`src/rtl/phoenix_rom_loader_if.sv`:
```
// Purpose: bundles the hps_io download stream, the user reset request and the
//          loader's ROM write / status outputs into one port.
// Ports:   ioctl_* and user_reset flow master -> slave (loader);
//          wr_*, *_we, game_reset, load_done and load_err flow slave -> master.
interface phoenix_rom_loader_if;
  logic        ioctl_download;
  logic        ioctl_wr;
  logic [15:0] ioctl_addr;
  logic [7:0]  ioctl_dout;
  logic        user_reset;
  logic [13:0] wr_addr;
  logic [7:0]  wr_data;
  logic        prog_we;
  logic        fg_we;
  logic        bg_we;
  logic        pal_we;
  logic        game_reset;
  logic        load_done;
  logic        load_err;

  modport master (
    output ioctl_download, ioctl_wr, ioctl_addr, ioctl_dout, user_reset,
    input  wr_addr, wr_data, prog_we, fg_we, bg_we, pal_we,
    input  game_reset, load_done, load_err
  );

  modport slave (
    input  ioctl_download, ioctl_wr, ioctl_addr, ioctl_dout, user_reset,
    output wr_addr, wr_data, prog_we, fg_we, bg_we, pal_we,
    output game_reset, load_done, load_err
  );
endinterface

```
`src/rtl/phoenix_rom_loader.sv`:
```
// Purpose: decodes the linear ioctl ROM download into per-region write strobes,
//          checks the image length and owns the Phoenix game reset.
// Ports:   i_clk, i_reset (sync, active high); bus = loader side of
//          phoenix_rom_loader_if (ioctl stream in, ROM writes and status out).
//          A decoded write appears on wr_addr/wr_data/*_we one cycle after ioctl_wr.
module phoenix_rom_loader #(
  parameter logic [15:0] PROG_END    = 16'h4000,
  parameter logic [15:0] FG_END      = 16'h5000,
  parameter logic [15:0] BG_END      = 16'h6000,
  parameter logic [15:0] TOTAL_BYTES = 16'h6200,
  parameter int          RESET_HOLD  = 16
) (
  input  logic                  i_clk,
  input  logic                  i_reset,
  phoenix_rom_loader_if.slave   bus
);

  localparam logic [15:0] HOLD_LAST = 16'(RESET_HOLD - 1);

  typedef enum logic [2:0] {
    S_IDLE,
    S_LOAD,
    S_CHECK,
    S_HOLD,
    S_RUN,
    S_ERR
  } state_t;

  state_t      r_state;
  state_t      w_next;

  logic [15:0] r_cnt;
  logic [15:0] r_hold;
  logic        r_range_err;
  logic [13:0] r_wr_addr;
  logic [7:0]  r_wr_data;
  logic        r_prog_we;
  logic        r_fg_we;
  logic        r_bg_we;
  logic        r_pal_we;
  logic        r_game_reset;
  logic        r_load_done;
  logic        r_load_err;

  logic        w_sel_prog;
  logic        w_sel_fg;
  logic        w_sel_bg;
  logic        w_sel_pal;
  logic        w_out_of_range;
  logic [15:0] w_base;
  logic [13:0] w_rel_addr;
  logic        w_wr;
  logic        w_enter_load;

  // Region decode of the incoming byte address.
  always_comb begin
    w_sel_prog     = 1'b0;
    w_sel_fg       = 1'b0;
    w_sel_bg       = 1'b0;
    w_sel_pal      = 1'b0;
    w_out_of_range = 1'b0;
    w_base         = 16'h0000;
    if (bus.ioctl_addr < PROG_END) begin
      w_sel_prog = 1'b1;
    end else if (bus.ioctl_addr < FG_END) begin
      w_sel_fg = 1'b1;
      w_base   = PROG_END;
    end else if (bus.ioctl_addr < BG_END) begin
      w_sel_bg = 1'b1;
      w_base   = FG_END;
    end else if (bus.ioctl_addr < TOTAL_BYTES) begin
      w_sel_pal = 1'b1;
      w_base    = BG_END;
    end else begin
      w_out_of_range = 1'b1;
    end
  end

  assign w_rel_addr = 14'(bus.ioctl_addr - w_base);

  // Writes only count while in LOAD, including the one that lands on the
  // same edge as the download falling (state is still LOAD then).
  assign w_wr = (r_state == S_LOAD) && bus.ioctl_wr;

  // Any arrival in LOAD from another state starts a fresh image.
  assign w_enter_load = (w_next == S_LOAD) && (r_state != S_LOAD);

  always_comb begin
    w_next = r_state;
    case (r_state)
      S_IDLE:  if (bus.ioctl_download) w_next = S_LOAD;
      S_LOAD:  if (!bus.ioctl_download) w_next = S_CHECK;
      S_CHECK: w_next = ((r_cnt == TOTAL_BYTES) && !r_range_err) ? S_HOLD : S_ERR;
      S_HOLD: begin
        if (bus.ioctl_download)       w_next = S_LOAD;
        else if (r_hold == HOLD_LAST) w_next = S_RUN;
      end
      S_RUN:   if (bus.ioctl_download) w_next = S_LOAD;
      S_ERR:   if (bus.ioctl_download) w_next = S_LOAD;
      default: w_next = S_IDLE;
    endcase
  end

  always_ff @(posedge i_clk) begin
    if (i_reset) begin
      r_state      <= S_IDLE;
      r_cnt        <= 16'h0000;
      r_hold       <= 16'h0000;
      r_range_err  <= 1'b0;
      r_wr_addr    <= 14'h0000;
      r_wr_data    <= 8'h00;
      r_prog_we    <= 1'b0;
      r_fg_we      <= 1'b0;
      r_bg_we      <= 1'b0;
      r_pal_we     <= 1'b0;
      r_game_reset <= 1'b1;
      r_load_done  <= 1'b0;
      r_load_err   <= 1'b0;
    end else begin
      r_state   <= w_next;
      r_prog_we <= w_wr && w_sel_prog;
      r_fg_we   <= w_wr && w_sel_fg;
      r_bg_we   <= w_wr && w_sel_bg;
      r_pal_we  <= w_wr && w_sel_pal;

      if (w_wr && !w_out_of_range) begin
        r_wr_addr <= w_rel_addr;
        r_wr_data <= bus.ioctl_dout;
      end

      if (w_enter_load) begin
        r_cnt       <= 16'h0000;
        r_range_err <= 1'b0;
      end else if (w_wr) begin
        if (w_out_of_range)
          r_range_err <= 1'b1;
        else if (r_cnt != 16'hFFFF)
          r_cnt <= r_cnt + 16'h0001;
      end

      // Counts cycles spent in HOLD; restarts whenever HOLD is (re)entered.
      if ((r_state == S_HOLD) && (w_next == S_HOLD))
        r_hold <= r_hold + 16'h0001;
      else
        r_hold <= 16'h0000;

      // In RUN the game reset follows user_reset one cycle late; every
      // other state keeps the core held.
      r_game_reset <= (w_next == S_RUN) ? bus.user_reset : 1'b1;
      r_load_done  <= (w_next == S_RUN);
      r_load_err   <= (w_next == S_ERR);
    end
  end

  assign bus.wr_addr    = r_wr_addr;
  assign bus.wr_data    = r_wr_data;
  assign bus.prog_we    = r_prog_we;
  assign bus.fg_we      = r_fg_we;
  assign bus.bg_we      = r_bg_we;
  assign bus.pal_we     = r_pal_we;
  assign bus.game_reset = r_game_reset;
  assign bus.load_done  = r_load_done;
  assign bus.load_err   = r_load_err;

endmodule

```
`src/flat_wrapper.sv`:
```
// flat-port wrapper written by rule: the top's interface ports become plain ports
module phoenix_rom_loader_flat 
#(
  parameter logic [15:0] PROG_END    = 16'h4000,
  parameter logic [15:0] FG_END      = 16'h5000,
  parameter logic [15:0] BG_END      = 16'h6000,
  parameter logic [15:0] TOTAL_BYTES = 16'h6200,
  parameter int          RESET_HOLD  = 16
)
  (i_clk, i_reset, bus_ioctl_download, bus_ioctl_wr, bus_ioctl_addr, bus_ioctl_dout, bus_user_reset, bus_wr_addr, bus_wr_data, bus_prog_we, bus_fg_we, bus_bg_we, bus_pal_we, bus_game_reset, bus_load_done, bus_load_err);
  phoenix_rom_loader_if bus_i ();
  input  logic i_clk;
  input  logic i_reset;
  input wire logic [$bits(bus_i.ioctl_download)-1:0] bus_ioctl_download;
  input wire logic [$bits(bus_i.ioctl_wr)-1:0] bus_ioctl_wr;
  input wire logic [$bits(bus_i.ioctl_addr)-1:0] bus_ioctl_addr;
  input wire logic [$bits(bus_i.ioctl_dout)-1:0] bus_ioctl_dout;
  input wire logic [$bits(bus_i.user_reset)-1:0] bus_user_reset;
  output wire logic [$bits(bus_i.wr_addr)-1:0] bus_wr_addr;
  output wire logic [$bits(bus_i.wr_data)-1:0] bus_wr_data;
  output wire logic [$bits(bus_i.prog_we)-1:0] bus_prog_we;
  output wire logic [$bits(bus_i.fg_we)-1:0] bus_fg_we;
  output wire logic [$bits(bus_i.bg_we)-1:0] bus_bg_we;
  output wire logic [$bits(bus_i.pal_we)-1:0] bus_pal_we;
  output wire logic [$bits(bus_i.game_reset)-1:0] bus_game_reset;
  output wire logic [$bits(bus_i.load_done)-1:0] bus_load_done;
  output wire logic [$bits(bus_i.load_err)-1:0] bus_load_err;
  assign bus_i.ioctl_download = bus_ioctl_download;
  assign bus_i.ioctl_wr = bus_ioctl_wr;
  assign bus_i.ioctl_addr = bus_ioctl_addr;
  assign bus_i.ioctl_dout = bus_ioctl_dout;
  assign bus_i.user_reset = bus_user_reset;
  assign bus_wr_addr = bus_i.wr_addr;
  assign bus_wr_data = bus_i.wr_data;
  assign bus_prog_we = bus_i.prog_we;
  assign bus_fg_we = bus_i.fg_we;
  assign bus_bg_we = bus_i.bg_we;
  assign bus_pal_we = bus_i.pal_we;
  assign bus_game_reset = bus_i.game_reset;
  assign bus_load_done = bus_i.load_done;
  assign bus_load_err = bus_i.load_err;
  phoenix_rom_loader #(.PROG_END(PROG_END), .FG_END(FG_END), .BG_END(BG_END), .TOTAL_BYTES(TOTAL_BYTES), .RESET_HOLD(RESET_HOLD)) u_core (.i_clk(i_clk), .i_reset(i_reset), .bus(bus_i));
endmodule
```
`config.mk`:
```
export PLATFORM = sky130hd
export DESIGN_NAME = phoenix_rom_loader_flat
export DESIGN_NICKNAME = d
export VERILOG_FILES = /design/src/rtl/phoenix_rom_loader_if.sv /design/src/rtl/phoenix_rom_loader.sv /design/src/flat_wrapper.sv
export SDC_FILE = /design/constraint.sdc
export NUM_CORES = 1
export LEC_CHECK = 0
export BUFFER_PORTS_ARGS = -buffer_cell sky130_fd_sc_hd__clkbuf_2
export CORE_MARGIN = 3
export CORE_UTILIZATION = 45
export CTS_CLUSTER_DIAMETER = 150
export DETAILED_ROUTE_END_ITERATION = 8
export MAX_ROUTING_LAYER = met4
export PLACE_DENSITY = 0.7
export SYNTH_ARGS = -nofsm -noshare
export SYNTH_HDL_FRONTEND = slang
export SYNTH_SLANG_ARGS = --single-unit
```
`constraint.sdc`:
```
create_clock -name i_clk -period 2.94 [get_ports i_clk]
set_input_delay 0.588 -clock i_clk [delete_from_list [all_inputs] [get_ports i_clk]]
set_output_delay 0.588 -clock i_clk [all_outputs]
set_load 0.05 [all_outputs]
```
==> results.cfg, run 1 <==
[run_status]
status = completed

[pwr]
p_leak_nw = 1.26
peakVddDrop_mv = 0.412
power_density_mw_per_mm2 = 534

[sta]
period_needed_ps = 2250
finalHoldViolations = 0
drv_slew = 0
grt_setup_unrepaired = false
fin_crit_sh = 0.766
fmax_mhz = 444
setup_violations = 0
finalSetupTns_ps = 0
maxSlewHeadroom = 0.594
worst_slew_pin_slew_ps = 608
fin_worst_skew_ps = 6.34

[finish]
layout.nets = 439
layout.cells.non_filler = 486
diodes = 0
nFillCells = 595
mostFrequentLayoutCell = dfxtp_1
synthToLayoutAreaGrowth_pct = 19.6
drive_gt1_frac = 0.197
final_cell_mix = dfxtp_1, clkbuf_2, nand2_1

[detailed_routing]
ant_nets = 0
drtIter0Drc = 130
wl_mm = 6.63
num_vias = 2684
drc = 0
drt_first_pass_iters = 4
avgViaCountPerCell = 5.52
wl_per_cell_um = 13.6

[logic_synthesis]
synth_flop_cell = dfxtp_1
async_reset_ff_frac = 0
syn-cell-area_mm2 = 0.00292
synth_cell_types = 44
syn_area_per_cell_um2 = 8.33
synthCells = 350
ys_seq_area_frac = 0.446
syn_nets = 383
synth-warning-count = 0
ys_seq_elements = 65
synth_edf_count = 0

[setup_path]
worst_path_max_delay_cell = or4_1
ff2ff_path_depth = 4
required_ps = 3210
cp-end-kind = flip-flop
cp_max_fo = 10
crit_path_cell_trace = clkbuf_2 > or4_1 > a2111o_1 > or4_1 > a21oi_1
max_stage_delay_ps = 640
crit_path_start_kind = primary input
worstSetupEndpoint = u_core.r_cnt[10]
reg2reg_from = u_core.r_state[1]
rrSetupSlack_ps = 890
crit_start = bus_ioctl_addr[9]
r2r-end = u_core.r_cnt[10]
cp.arrival_ps = 2520
crit_top_cell = or4_1
path_class = primary input to flip-flop

[floorplan]
start_util = 0.478
chipWidth_um = 86.5
dieArea_mm2 = 0.00748
ioPinCount = 58
core-area_mm2 = 0.00610
num_rows = 28
die-height_um = 86.5

[global_route]
use_met3 = 0.0485
antenna_found_initial = 0
grt_max_degree = 21
grtUsageMet1 = 0.247
gr-usage-met2 = 0.300
gr-total-overflow = 0
grt_first_pass_wirelength_mm = 11.6
grt_pass1_vias = 2573
top_usage_layer = met2
grt_usage = 0.197

[clock_network]
ctsResizeCount = 0
cts_hold_buf = 0
cts_max_level = 3
post_cts_buffers = 0
root_buffer = clkbuf_8
cts_tree = done
cts_made_buffers = 9
path_clk_slew_ps = 70
worstSkewPairLatency_ps = 330
clock-sinks = 65
cts_buffer_depth = 2

[hold_path]
hold_class = primary input to flip-flop
min_path_cells = 2

[place]
dp.cells = 470
dpl.hpwl_mm = 4.63
numPortBuffers = 57
gp_congestion = 0.837

[job]
cap_violations = 0
==> registers in the layout, summed over array words and instances, names as in the netlist <==
name and cells:
u_core.r_state 3, u_core.bus.load_err 1, u_core.bus.game_reset 1, u_core.bus.bg_we 1
u_core.bus.wr_addr 14, u_core.r_cnt 16, u_core.bus.pal_we 1, u_core.r_range_err 1
u_core.bus.load_done 1, u_core.bus.prog_we 1, u_core.bus.wr_data 8, u_core.r_hold 16
u_core.bus.fg_we 1
==> stage by stage <==
step | setup WS, ps | util | hold slack (ps) | instance area [um^2] | power [mW]
global placement | 372 | 0.535 | 442 | 3260 | 1.02
CTS | 700 | 0.572 | 430 | 3490 | 1.88
detailed placement | 352 | 0.535 | 449 | 3260 | 1.02
global route | 594 | 0.572 | 437 | 3490 | 1.94
floorplan | 581 | - | 430 | 2920 | 0.982
finish | 689 | 0.572 | 439 | 3490 | 1.86
==> metal layers <==
layer	up-vias	wire, um
met5	-	0
met2	49	3070
met3	14	293
met4	0	137
li1	1385	-
met1	1236	3130
==> cells in the mapped netlist, types with 4 or more instances <==
cell type  instances  area share
dfxtp_1           65        0.45
nand2_1           55       0.071
a21oi_1           44       0.076
nor2_1            18       0.023
clkbuf_1          15       0.019
o31ai_1           15       0.039
nand3_1           14       0.024
or4_1             14       0.036
inv_1             13       0.017
nand4_1           10       0.021
and4_1             8       0.024
xor2_1             7       0.021
and3_1             6       0.013
nor3_1             6       0.010
nor4_1             6       0.013
o21ai_0            6       0.010
xnor2_1            6       0.018
and2_1             4      0.0086
ha_1               4       0.017
==> cell type report <==
cell class	count	area [um^2]	area share
clock buffer	11	151	0.0434
multi-input combinational	255	1490	0.428
timing repair buffer	62	323	0.0925
clock inverter	5	77.6	0.0222
tap	75	93.8	0.0269
inverter	13	48.8	0.0140
sequential	65	1300	0.373
==> worst min path at each step <==
stage	start	end	slack [ps]
finish	bus_ioctl_addr[12]	u_core.bus.fg_we	440
global route	bus_ioctl_addr[12]	u_core.bus.fg_we	440
CTS	bus_ioctl_addr[12]	u_core.bus.fg_we	430
detailed placement	u_core.bus.wr_addr[2]	u_core.bus.wr_addr[2]	450
global placement	u_core.bus.wr_addr[2]	u_core.bus.wr_addr[2]	440
floorplan	u_core.r_hold[0]	u_core.r_hold[0]	430
==> worst max-delay path, delay by kind of cell <==
family / cells / cell delay (ps)
AND/OR/NAND/NOR: 2 / 1150
AO/OA/AOI/OAI: 2 / 680
buffers and inverters: 1 / 90
==> cell families after synthesis <==
family / Yosys count / synth area share
buf+inv: 30 / 0.0416
flops: 65 / 0.446
simple gates: 157 / 0.285
xor+xnor: 13 / 0.0390
compound gates: 80 / 0.168
fa+ha+maj: 4 / 0.0172
mux: 1 / 0.00343
==> power by group <==
group	switching (mW)	internal (mW)	total, mW
Sequential	0.00695	0.889	0.896
Clock	0.339	0.521	0.860
Combinational	0.0719	0.0364	0.108
Total	0.418	1.45	1.86
No activity file was read; power rests on OpenSTA's default activity.
==> inputs of run 2 (changes only) <==
Settings changed: ABC_AREA from default to 1, PLACE_DENSITY 0.7 to 0.72.
Clock period 2.94 ns to 2 ns, I/O delays scaled along.
==> results.cfg, run 2 <==
[finish]
drive_gt1_frac = 0.243
nFillCells = 640
utilization = 0.563
final_cell_mix = nor2_1, nand2_1, dfxtp_1
layout.nets = 532
mostFrequentLayoutCell = nor2_1
synthToLayoutAreaGrowth_pct = 17.5
diodes = 0
multi_input_area_mm2 = 0.00155
final-seq-area_mm2 = 0.00130

[logic_synthesis]
async_reset_ff_frac = 0
ys_seq_area_frac = 0.416
synth_cell_types = 34
synth_flop_cell = dfxtp_1
synth_area_leader_cell = dfxtp_1
syn_area_per_cell_um2 = 7.21
synth_edf_count = 0
synth.most_common_cell = nor2_1
syn_nets = 467
synth_top_area_frac = 0.416
synth_commonest_cells = nor2_1, nand2_1, dfxtp_1, inv_1, o21ai_0
syn-cell-area_mm2 = 0.00313
synth_area_leaders = dfxtp_1, nor2_1, nand2_1, inv_1, o21ai_0
synthCells = 434
ys_seq_elements = 65
synth-warning-count = 0

[setup_path]
path_class = flip-flop to flip-flop
reg2reg_from = u_core.r_hold[0]
required_ps = 2220
cp.arrival_ps = 1980
cp-end-kind = flip-flop
cp_max_fo = 17
r2r-end = u_core.r_cnt[14]
rrSetupSlack_ps = 240
crit_path_start_kind = flip-flop
ff2ff_path_depth = 10
crit_start = u_core.r_hold[0]
worstSetupEndpoint = u_core.r_cnt[14]

[detailed_routing]
avgViaCountPerCell = 4.77
ant_nets = 0
num_vias = 2767
wl_mm = 6.32
wl_per_cell_um = 10.9
drt_first_pass_iters = 4
drtIter0Drc = 116
drc = 0

[global_route]
grt_max_degree = 25
grtUsageMet1 = 0.217
use_met3 = 0.0507
gr-total-overflow = 0
grt_first_pass_wirelength_mm = 10.9
grt_pass1_vias = 2544
gr-usage-met2 = 0.284
grt_usage = 0.180
antenna_found_initial = 0
top_usage_layer = met2

[clock_network]
root_buffer = clkbuf_8
cts_tree = done
cts_hold_buf = 0
cts_buffer_depth = 2
worstSkewPairLatency_ps = 330
cts_made_buffers = 9
cts_max_level = 3
path_clk_slew_ps = 70
clock-sinks = 65

[floorplan]
dieArea_mm2 = 0.00799
chipWidth_um = 89.4
die-height_um = 89.4
num_rows = 29
start_util = 0.479
ioPinCount = 58
core-area_mm2 = 0.00653

[sta]
drv_slew = 0
period_needed_ps = 1760
fin_worst_skew_ps = 5.86
finalSetupTns_ps = 0
fmax_mhz = 567
setup_violations = 0
maxSlewHeadroom = 0.739
fin_crit_sh = 0.881
grt_setup_unrepaired = false
worst_slew_pin_slew_ps = 391
finalHoldViolations = 0

[place]
gp_congestion = 0.841
numPortBuffers = 57
dpl.hpwl_mm = 4.59

[pwr]
peakVddDrop_mv = 0.353
p_leak_nw = 1.56
power.total_mw = 2.54
power_density_mw_per_mm2 = 692

[job]
cap_violations = 0

[run_status]
status = completed

[hold_path]
hold_class = primary input to flip-flop
[run 2: logic make-up after synthesis]
kind of cell | share of synthesized area
buffers and inverters | 0.0904
adders and majority gates | 0.0160
AOI/OAI and AO/OA | 0.0868
DFF | 0.416
xor gates and xnor gates | 0.0504
and+or+nand+nor | 0.340
[run 2: worst min path at each step]
stage                            start                 end  slack, ps  cells past startpoint
floorplan             u_core.r_hold[0]    u_core.r_hold[0]        430                      1
global placement      u_core.r_hold[0]    u_core.r_hold[0]        440                      1
detailed placement    u_core.r_hold[0]    u_core.r_hold[0]        450                      1
CTS                 bus_ioctl_addr[15]  u_core.bus.prog_we        230                      2
global route        bus_ioctl_addr[15]  u_core.bus.prog_we        240                      2
finish              bus_ioctl_addr[15]  u_core.bus.prog_we        250                      2
[run 2: stage by stage]
step                      instances  hold slack (ps)  cell area [um^2]  worst slack (ps)
after CTS                       577              234              3630               166
after detailed placement        562              445              3470               179
after global placement          562              439              3470               253
after global routing            580              236              3670              80.8
final                           580              246              3670               238
after floorplan                 434              428              3130               380
[run 2: routing by layer]
| metal | share of wire | vias up |
|---|---|---|
| met5 | 0 | - |
| met4 | 0.016 | 0 |
| met3 | 0.053 | 11 |
| met2 | 0.44 | 57 |
| met1 | 0.49 | 1215 |
| li1 | - | 1484 |
[run 2: timing repair]
item | in CTS | in global routing
setup endpoints to repair | 0 | 2
gates resized for setup | 0 | 1
buffers inserted | 0 | 3
[run 2: critical path, cell delays in order, from the launching register on]
cell,delay (ps)
dfxtp_1,370
ha_1,210
nand3_1,150
nor2_1,170
nand3_1,90
nand2_1,120
nand2_1,60
nor2_1,100
nand3_1,130
nand2_4,200
nor2_1,60
[run 2: where the power goes]
group	internal [mW]	total [mW]	switching, mW
sequential	1.32	1.33	0.0144
combinational	0.0744	0.255	0.181
clock	0.473	0.955	0.481
total	1.87	2.54	0.677
[run 2: final cells by class]
| type | instances | area share |
|---|---|---|
| Multi-Input combinational cell | 303 | 0.422 |
| Sequential cell | 65 | 0.354 |
| Timing Repair Buffer | 64 | 0.0953 |
| Inverter | 56 | 0.0586 |
| Clock buffer | 12 | 0.0395 |
| Tap cell | 77 | 0.0262 |
| Clock inverter | 3 | 0.00477 |
==> inputs of run 3 (changes only) <==
Settings changed: CORE_MARGIN 3 to 2.
==> results.cfg, run 3 (same netlist as run 2, synthesis figures left out) <==
[clock_network]
worstSkewPairLatency_ps = 340
cts_made_buffers = 9
cts_hold_buf = 0
path_clk_slew_ps = 80
clock-sinks = 65
cts_max_level = 3
cts_tree = done
cts_buffer_depth = 2
root_buffer = clkbuf_8

[place]
dpl.hpwl_mm = 4.65
numPortBuffers = 57
gp_congestion = 0.929

[detailed_routing]
drc = 0
ant_nets = 0
wl_per_cell_um = 11.0
num_vias = 2799
drtIter0Drc = 120
wl_mm = 6.42
drt_first_pass_iters = 5
avgViaCountPerCell = 4.82

[global_route]
grt_pass1_vias = 2647
gr-total-overflow = 0
grt_usage = 0.191
grt_first_pass_wirelength_mm = 11.3
grt_max_degree = 25
antenna_found_initial = 0

[finish]
drive_gt1_frac = 0.244
final_cell_mix = nor2_1, nand2_1, dfxtp_1
utilization = 0.549
mostFrequentLayoutCell = nor2_1
diodes = 0
layout.nets = 529
synthToLayoutAreaGrowth_pct = 18.5
nFillCells = 653

[sta]
fin_worst_skew_ps = 7.44
drv_slew = 0
setup_violations = 0
worst_slew_pin_slew_ps = 298
fin_crit_sh = 0.879
period_needed_ps = 1760
grt_setup_unrepaired = false
finalHoldViolations = 0
maxSlewHeadroom = 0.799
fmax_mhz = 569
finalSetupTns_ps = 0

[setup_path]
worst_path_max_delay_cell = dfxtp_1
rrSetupSlack_ps = 240
crit_path_cell_trace = ha_1 > nand3_1 > nor2_1 > nand3_1 > nand2_1 > nand2_1 > nor2_1 > nand3_1 > nand2_4 > nor2_1
required_ps = 2240
crit_buf_inv = 0
max_stage_delay_ps = 370
path_class = flip-flop to flip-flop
cp_top_family = simple AND/OR/NAND/NOR gates
cp.arrival_ps = 1990
crit_path_start_kind = flip-flop
cp_max_fo = 17
cp-end-kind = flip-flop

[floorplan]
start_util = 0.463
ioPinCount = 58
core-area_mm2 = 0.00676
dieArea_mm2 = 0.00763
chipWidth_um = 87.4
num_rows = 30
die-height_um = 87.4

[pwr]
p_leak_nw = 1.56
peakVddDrop_mv = 0.420
power_density_mw_per_mm2 = 769

[run_status]
status = completed

[job]
cap_violations = 0

[hold_path]
hold_class = primary input to flip-flop
==> run 3: per-layer routing <==
layer  global-route usage  wire (um)  up-vias
li1                     -          -     1477
met1                0.245       3200     1235
met2                0.293       2830       75
met3               0.0389        250       12
met4               0.0783        140        0
met5                    -          0        -
==> run 3: worst paths after layout <==
kind	startpoint	endpoint	cells after the start
worst max register to register	u_core.r_hold[0]	u_core.r_cnt[10]	10
worst min register to register	u_core.r_hold[0]	u_core.r_hold[0]	1
worst min-delay path	bus_user_reset	u_core.bus.game_reset	3
worst max-delay path	u_core.r_hold[0]	u_core.r_cnt[10]	10
==> run 3: what timing repair did <==
item	CTS	global route
resized for setup	0	1
endpoints found under the setup margin	0	17
setup buffers	0	0
==> run 3: cell type report <==
cell class / instances / area [um^2] / area share
Multi-Input combinational cell: 303 / 1550 / 0.418
Sequential cell: 65 / 1300 / 0.351
Timing Repair Buffer: 61 / 315 / 0.0850
Inverter: 56 / 215 / 0.0580
Clock buffer: 9 / 124 / 0.0334
Clock inverter: 7 / 103 / 0.0277
Tap cell: 80 / 100 / 0.0270
==> run 3: tightest hold or removal path, delay by kind of cell <==
| kind | cells | cell delay [ps] |
|---|---|---|
| buf+inv | 2 | 110 |
| simple gates | 1 | 40 |
==> run 3: power by group <==
group / total (mW) / leakage [nW] / internal, mW / switching (mW)
clock: 1.26 / 0.110 / 0.714 / 0.545
sequential: 1.33 / 0.525 / 1.32 / 0.0151
combinational: 0.257 / 0.929 / 0.0741 / 0.183
==> run 3: per-stage QoR <==
step                      hold slack, ps  std cells  area (um^2)  power [mW]  worst slack [ps]
after floorplan                      428        434         3130        1.55               380
after global placement               439        565         3480        1.61               257
after detailed placement             448        565         3480        1.62               195
after CTS                            236        581         3700        2.88               189
after global routing                 262        581         3710        2.97              41.3
final                                239        581         3710        2.85               242
